===== src/rtl/flappy_collision_engine.sv =====
// flappy_collision_engine
// Round-state controller for the bird game. It checks the bird box against
// NUM_PIPES pipes in parallel, keeps a saturating score using per-pipe
// "passed" flags, and holds the lose screen for LOSE_HOLD cycles before Ack
// is accepted.
// Optional high-score tracking (Best_Score / New_Best): define FLAPPY_HISCORE_EN.

module flappy_collision_engine #(
   parameter int COORD_W   = 10,
   parameter int NUM_PIPES = 4,
   parameter int MARGIN    = 0,
   parameter int LOSE_HOLD = 1600,
   parameter int SCORE_W   = 8
) (
   input  logic                         Clk,
   input  logic                         reset,
   input  logic                         Start,
   input  logic                         Ack,
   input  logic [COORD_W-1:0]           Bird_X_L,
   input  logic [COORD_W-1:0]           Bird_X_R,
   input  logic [COORD_W-1:0]           Bird_Y_T,
   input  logic [COORD_W-1:0]           Bird_Y_B,
   input  logic [NUM_PIPES-1:0]         Pipe_Valid,
   input  logic [NUM_PIPES*COORD_W-1:0] Pipe_X_L,
   input  logic [NUM_PIPES*COORD_W-1:0] Pipe_X_R,
   input  logic [NUM_PIPES*COORD_W-1:0] Gap_Y_T,
   input  logic [NUM_PIPES*COORD_W-1:0] Gap_Y_B,
   output logic                         Q_Initial,
   output logic                         Q_Check,
   output logic                         Q_Lose,
   output logic [SCORE_W-1:0]           Score,
   output logic                         Score_Pulse,
   output logic [2:0]                   Hit_Pipe,
   output logic                         Lose_Pulse
`ifdef FLAPPY_HISCORE_EN
   ,
   output logic [SCORE_W-1:0]           Best_Score,
   output logic                         New_Best
`endif
);

   typedef enum logic [2:0] {
      ST_INITIAL = 3'b001,
      ST_CHECK   = 3'b010,
      ST_LOSE    = 3'b100
   } state_t;

   localparam int                 HOLD_W    = $clog2(LOSE_HOLD + 1);
   localparam logic [COORD_W:0]   MARG      = (COORD_W+1)'(MARGIN);
   localparam logic [HOLD_W-1:0]  HOLD_MAX  = HOLD_W'(LOSE_HOLD);
   localparam logic [SCORE_W+3:0] SCORE_MAX = {4'b0000, {SCORE_W{1'b1}}};

   state_t               state;
   logic [NUM_PIPES-1:0] passed;
   logic [HOLD_W-1:0]    hold_cnt;

   logic [COORD_W:0]     bx_l, bx_r, by_t, by_b;
   logic                 box_ok;
   logic [NUM_PIPES-1:0] hit_vec, pass_hold, pass_new;
   logic                 any_hit;
   logic [2:0]           hit_idx;
   logic [3:0]           pass_cnt;
   logic [SCORE_W+3:0]   score_sum, score_next;

   assign Q_Initial = state[0];
   assign Q_Check   = state[1];
   assign Q_Lose    = state[2];

   // Shrink the bird box by the collision margin; an inverted box cannot collide
   always_comb begin
      bx_l   = {1'b0, Bird_X_L} + MARG;
      bx_r   = {1'b0, Bird_X_R} - MARG;
      by_t   = {1'b0, Bird_Y_T} + MARG;
      by_b   = {1'b0, Bird_Y_B} - MARG;
      box_ok = (bx_l <= bx_r) && (by_t <= by_b);
   end

   // Per-pipe collision and pass detection, lowest hit index, saturating next score
   always_comb begin
      // NOTE: every variable gets a default before the loops so no latch is inferred.
      hit_vec   = '0;
      pass_hold = '0;
      hit_idx   = '0;
      pass_cnt  = '0;
      for (int i = 0; i < NUM_PIPES; i++) begin
         hit_vec[i] = box_ok && Pipe_Valid[i]
                   && (bx_r > {1'b0, Pipe_X_L[i*COORD_W +: COORD_W]})
                   && (bx_l < {1'b0, Pipe_X_R[i*COORD_W +: COORD_W]})
                   && ((by_t < {1'b0, Gap_Y_T[i*COORD_W +: COORD_W]}) ||
                       (by_b > {1'b0, Gap_Y_B[i*COORD_W +: COORD_W]}));
         // Scoring uses the raw bird box, not the shrunk one
         pass_hold[i] = Pipe_Valid[i] && (Bird_X_L >= Pipe_X_R[i*COORD_W +: COORD_W]);
      end
      pass_new = pass_hold & ~passed;
      any_hit  = |hit_vec;
      for (int i = NUM_PIPES - 1; i >= 0; i--) begin
         if (hit_vec[i]) hit_idx = 3'(i);
      end
      for (int i = 0; i < NUM_PIPES; i++) begin
         pass_cnt = pass_cnt + 4'(pass_new[i]);
      end
      score_sum  = {4'b0000, Score} + {{SCORE_W{1'b0}}, pass_cnt};
      score_next = (score_sum > SCORE_MAX) ? SCORE_MAX : score_sum;
   end

   // Round FSM with registered score, pulses, hit index, passed flags and hold counter
   always_ff @(posedge Clk) begin
      if (reset) begin
         state       <= ST_INITIAL;
         Score       <= '0;
         Hit_Pipe    <= '0;
         passed      <= '0;
         hold_cnt    <= '0;
         Score_Pulse <= 1'b0;
         Lose_Pulse  <= 1'b0;
`ifdef FLAPPY_HISCORE_EN
         Best_Score  <= '0;
         New_Best    <= 1'b0;
`endif
      end else begin
         // NOTE: non-blocking so every register here updates from pre-edge values.
         Score_Pulse <= 1'b0;
         Lose_Pulse  <= 1'b0;
         case (state)
            ST_INITIAL: begin
               if (Start) begin
                  state  <= ST_CHECK;
                  Score  <= '0;
                  passed <= '0;
`ifdef FLAPPY_HISCORE_EN
                  New_Best <= 1'b0;
`endif
               end
            end
            ST_CHECK: begin
               if (any_hit) begin
                  // A collision wins over scoring: flags may only clear this cycle
                  state      <= ST_LOSE;
                  Hit_Pipe   <= hit_idx;
                  Lose_Pulse <= 1'b1;
                  hold_cnt   <= '0;
                  passed     <= passed & pass_hold;
`ifdef FLAPPY_HISCORE_EN
                  New_Best   <= (Score > Best_Score);
                  if (Score > Best_Score) Best_Score <= Score;
`endif
               end else begin
                  passed      <= pass_hold;
                  Score       <= score_next[SCORE_W-1:0];
                  Score_Pulse <= |pass_new;
               end
            end
            ST_LOSE: begin
               if (Ack && (hold_cnt == HOLD_MAX)) begin
                  state    <= ST_INITIAL;
                  hold_cnt <= '0;
               end else if (hold_cnt != HOLD_MAX) begin
                  hold_cnt <= hold_cnt + HOLD_W'(1);
               end
            end
            default: state <= ST_INITIAL;
         endcase
      end
   end

endmodule


===== config.mk =====
export PLATFORM = sky130hd
export DESIGN_NAME = flappy_collision_engine
export DESIGN_NICKNAME = d
export VERILOG_FILES = /design/src/rtl/flappy_collision_engine.sv
export SDC_FILE = /design/constraint.sdc
export NUM_CORES = 1
export LEC_CHECK = 0
export ABC_CLOCK_PERIOD_IN_PS = 9300
export BUFFER_PORTS_ARGS = -buffer_cell sky130_fd_sc_hd__buf_2
export CELL_PAD_IN_SITES_DETAIL_PLACEMENT = 1
export CELL_PAD_IN_SITES_GLOBAL_PLACEMENT = 2
export CORE_UTILIZATION = 30
export CTS_BUF_LIST = sky130_fd_sc_hd__clkbuf_4
export DETAILED_ROUTE_END_ITERATION = 7
export PLACE_DENSITY = 0.86
export REMOVE_ABC_BUFFERS = 1
export SYNTH_ARGS = -nofsm -noshare
export SYNTH_HDL_FRONTEND = slang
export SYNTH_SLANG_ARGS = --single-unit

===== constraint.sdc =====
create_clock -name Clk -period 9.3 [get_ports Clk]
set_clock_uncertainty 0.2 [all_clocks]
set_input_delay 0.465 -clock Clk [delete_from_list [all_inputs] [get_ports Clk]]
set_output_delay 0.465 -clock Clk [all_outputs]
set_load 0.03 [all_outputs]

Yosys cells after proc, flatten, opt, wreduce, memory -nomap -nowiden --
Cells that the tools add are included. W data, S select, Z words.
Operators by class: $add $sub $neg 5, mux-type cells 20, bitwise logic cells 4, order comparisons 23, equal/unequal tests 10, reductions and logical operators 37
Operator list (number):
- $gt A10 B10 Y1 | 8
- $lt A10 B10 Y1 | 8
- $ge A10 B10 Y1 | 4
- $mux W11 | 3
- $mux W8 | 3
- $logic_and A1 B1 Y1 | 22
- $pmux W11 S2 | 1
- $le A10 B10 Y1 | 2
- $mux W3 | 6
- $pmux W8 S2 | 1
- $add A11 B1 Y11 const B | 1
- $eq A11 B11 Y1 const B | 1
- $ne A11 B11 Y1 const B | 1
- $add A8 B4 Y9 | 1
- $gt A9 B8 Y1 const B | 1
- $pmux W3 S3 | 1
- $reduce_and A3 Y1 | 3
- $and A4 B4 Y4 | 2
- $mux W4 | 2
- $ne A2 B2 Y1 const B | 4
- $pmux W4 S2 | 1
- $reduce_or A4 Y1 | 2
- $reduce_or A6 Y1 | 1
- $add A3 B1 Y4 | 1
- other kinds (14) | 19
Storage, ports and cells: logic and storage cells 106, register bits after elaboration 31, output and inout port bits 16, input bits 208

Logic depth before layout (Yosys ltp) --
word-level depth 11, gate-level depth with buffers 19, mapped depth without buffers 19

Least setup slack after synthesis --
OpenSTA, ideal clock, no wires.
path type in2reg, start point input Pipe_X_R[4], end point register Score[4], stages on the path 18, required time 9.014 ns, setup time 0.086 ns, buffers on the path 0, arrival 3.777 ns, setup slack 5.236 ns, cell sequence inv_1 > ha_1 > o21a_1 > o221ai_1 > a31oi_1 > a211oi_1 > o21ai_0 > nand2_1 > or2_2 > fa_1 > fa_1 > inv_1 > fa_1 > nand2_1 > nor2_1 > and3_1 > o31ai_1 > a221oi_2
On the way: cells in the longest elaborated chain, start to end 11, elaborated cells on any way between the ends 17, those cells by class 4 x add/sub; 3 x order compare; 1 x eq/ne; 3 x mux; 1 x bitwise; 5 x reduce/logical
Ends and longest elaborated chain:
- start: declaration | RTL line 25 | input logic [NUM_PIPES*COORD_W-1:0] Pipe_X_R,
- $ge A10 B10 Y1 | RTL line 92 | pass_hold[i] = Pipe_Valid[i] && (Bird_X_L >= Pipe_X_R[i*COORD_W +: COORD_W]);
- $logic_and A1 B1 Y1 | RTL line 92
- $and A4 B4 Y4 | RTL line 94 | pass_new = pass_hold & ~passed;
- $add A1 B1 Y2 | RTL line 100 | pass_cnt = pass_cnt + 4'(pass_new[i]);
- $add A2 B1 Y3 | RTL line 100
- $add A3 B1 Y4 | RTL line 100
- $add A8 B4 Y9 | RTL line 102 | score_sum = {4'b0000, Score} + {{SCORE_W{1'b0}}, pass_cnt};
- $gt A9 B8 Y1 | RTL line 103 | score_next = (score_sum > SCORE_MAX) ? SCORE_MAX : score_sum;
- $mux W8 | RTL line 103
- $mux W8 | RTL line 136 | if (any_hit) begin
- $pmux W8 S2 | RTL line 124 | case (state)
- end signal: assignment | RTL line 149 | Score <= score_next[SCORE_W-1:0];
- end: declaration | RTL line 31 | output logic [SCORE_W-1:0] Score,
Parallel ways exist; a longest one is shown, timed or not. The select of a mux whose other input is x is not followed. A chain may end at the register's enable or synchronous reset.

Worst setup path after layout --
start point input Bird_X_L[4], end point register Score[4]
On the way: cells in the longest elaborated chain, start to end 11, elaborated cells on any way between the ends 42, those cells by class 4 x add/sub; 10 x order compare; 1 x eq/ne; 3 x mux; 1 x bitwise; 23 x reduce/logical
Ends and longest elaborated chain:
- start: declaration | RTL line 19 | input logic [COORD_W-1:0] Bird_X_L,
- $ge A10 B10 Y1 | RTL line 92
- $logic_and A1 B1 Y1 | RTL line 92
- $and A4 B4 Y4 | RTL line 94
- $add A1 B1 Y2 | RTL line 100
- $add A2 B1 Y3 | RTL line 100
- $add A3 B1 Y4 | RTL line 100
- $add A8 B4 Y9 | RTL line 102
- $gt A9 B8 Y1 | RTL line 103
- $mux W8 | RTL line 103
- $mux W8 | RTL line 136
- $pmux W8 S2 | RTL line 124
Parallel ways exist; a longest one is shown, timed or not. The select of a mux whose other input is x is not followed.

==> metrics <==
Worst Setup Path Type=primary input to flop; DP HPWL=17800 um; Starting Density=31.0%; hold_buf cts=0; P per Cell Area=64.4 nW/um2; Worst Max-Slew Pin Slew=1060 ps; via count=6406; Area growth, synth to finish=24.2%; Top FF cell, synth=dfxtp_1; Crit path top cell by count=fa_1; Die Span Y=145 um; LEAKAGE=4.38 nW; CP Data Required Time=9350 ps; Worst Setup Slack, final=4860 ps; status=complete, no violations; Worst path max stage delay=460 ps; Buf/Inv on CP=2; Worst Hold Class=flop to flop; clock sinks=30; row count=51; RSZ-0062 raised after global routing=no; crit path DAT=4490 ps; GR Overflow Total=0; CTS H-tree lvls=2; register-to-register setup slack=6090 ps; fin. max-slew vios=0; IO Count=224; DRC violations left=0; Worst R2R Start=passed[0]; CP endpoint kind=flop; layout cells sized above 1=23.8%; Startpoint Class=primary input; CP delay by family, top=adder cells; synth top area cells=ha_1, inv_1, dfxtp_1; number of routed nets with antenna violations=0; HP Start=hold_cnt[10]; Fin. Hold Viols=0; post-layout util=38.5%; via density per instance=4.91; PortBufs=222; Routability Congestion=0.837; first-pass GRT wire length=32300 um; Final #Nets=1425; post-synthesis sequential area ratio=9.83%; post-DR wirelength/cell=15.4 um; Num CTS Buffers=5; die width=145 um; Clock Path Buffers=2; # resized after CTS=0; FMAX=225 MHz; Hold EP=hold_cnt[10]; CTS tree=built; post-synth cell types=57; Setup Buffers After CTS=0; setup TNS=0 ps; CP max-delay cell=fa_1; Tot Pwr=488 uW; die area=20900 um2; Clk pin slew, worst setup/hold paths=100 ps; Placed Instance Area=7520 um2; final setup fails=0; GRT Overall Usage=19.6%; Worst VDD drop=0.0423 mV; crit-path cells=buf_2 -> ha_1 -> o21a_1 -> o221ai_1 -> a31oi_1 -> a211oi_1 -> o21ai_0 -> nand2_1 -> or2_2 -> fa_1 -> fa_1 -> inv_1 -> fa_1 -> nand2_1 -> nor2_1 -> and3_1 -> o31ai_1 -> a221oi_2; Post-Route WL=20100 um; commonest non-fill, non-tap cell in the layout=buf_2; Place WS=4490 ps; Worst-Skew Late Latency=330 ps; largest net degree at the start of global routing=32; Synth top area share=36.7%; most frequent cells in the layout=buf_2, inv_1, ha_1; worst r2r path cells=10; fin crit share=47.7%; Synth Area per Inst=7.51 um2; max cap viols=0; antenna violations before repair=5; CTS root buffer=clkbuf_4; synthesized area=6110 um2; CP max FO=5; vias in the first global route=6654; Crit Reg-Reg Endpoint=Score[4]; Synth area leader=ha_1; ys async rst share=0%; Iter 0 DRT Violations=168; EDFF count, synth=0; yosys warns=0; slew margin rel.=29.3%; fin crit period=4440 ps; Post-Synthesis Cells=813; Final Cell Area=7580 um2; Seq cells post-synth=30; TritonRoute pass-1 iters=4; Core ar.=19700 um2; WHS Path Cells=1
per-layer routing:
layer | wire (um) | GRT usage (%)
met1 | 9390 | 24.6
met2 | 9570 | 36.3
met3 | 1020 | 2.96
met4 | 97 | 1.88
met5 | 13 | 0
worst reg2reg max path, stage by stage, from the launching register on:
cell	delay [ps]
dfxtp_1	320
or2_2	320
fa_1	510
fa_1	450
inv_1	80
fa_1	200
nand2_1	100
nor2_1	250
and3_1	300
o31ai_1	110
a221oi_2	290
worst max path at each step:
stage	startpoint	end	slack, ps	depth (start not counted)
2_1_floorplan	Pipe_X_R[4]	Score[4]	5240	18
5_1_grt	Bird_X_L[4]	Score[4]	4600	18
4_1_cts	Bird_X_L[4]	Score[4]	4840	18
3_5_place_dp	Bird_X_L[4]	Score[4]	4490	18
3_3_place_gp	Bird_X_L[1]	Score[4]	4660	18
6_report	Bird_X_L[4]	Score[4]	4860	18
cell usage after synthesis (4+ instances only):
cell type / n
clkbuf_1: 5
a31oi_1: 8
o21bai_1: 4
a21oi_1: 53
nor3_1: 13
inv_1: 191
nand2b_1: 11
nor2b_1: 9
a21o_1: 30
o21ai_0: 31
a311oi_1: 8
a221oi_1: 5
o21a_1: 6
o211ai_1: 9
nor2_1: 42
nand2_1: 33
o31ai_1: 6
and4_1: 7
and3_1: 7
ha_1: 179
nand4_1: 26
or2_2: 5
a211oi_1: 16
dfxtp_1: 30
nand3_1: 31
power by group:
group	internal [mW]	leakage (nW)	switching, mW
registers	0.130	0.242	0.00157
clock network	0.0313	0.0331	0.0479
logic	0.125	4.11	0.153
registers in the layout (all words and copies together) (netlist names):
register	flops
hold_cnt	11
Score	8
passed	4
state	3
Hit_Pipe	2
Lose_Pulse	1
Score_Pulse	1
final cells by class:
type	instances	area (um2)
Clock buffer	6	45.0
Sequential cell	30	601
Multi-Input combinational cell	585	4760
Tap cell	265	332
Timing Repair Buffer	222	1110
Antenna cell	4	10.0
Inverter	191	717
Fill cell	2561	12100
Clock inverter	2	8.76
metrics by stage:
stage | hold slack (ps) | std cells
after floorplan | 234 | 806
after global placement | 258 | 1293
after detailed placement | 272 | 1293
after CTS | 287 | 1301
after global routing | 319 | 1303
final | 288 | 1305
cell families (layout without fill, tap and decap cells):
kind of cell	after synthesis	count (layout)	synth area share (%)
other	1	5	0.0614
buffers and inverters	198	421	12.2
and+or+nand+nor	200	200	17.2
DFF	30	30	9.83
adders and majority gates	182	182	37.7
AOI/OAI and AO/OA	199	199	22.5
muxes	3	3	0.492
Power figures use the tool's default switching activity.
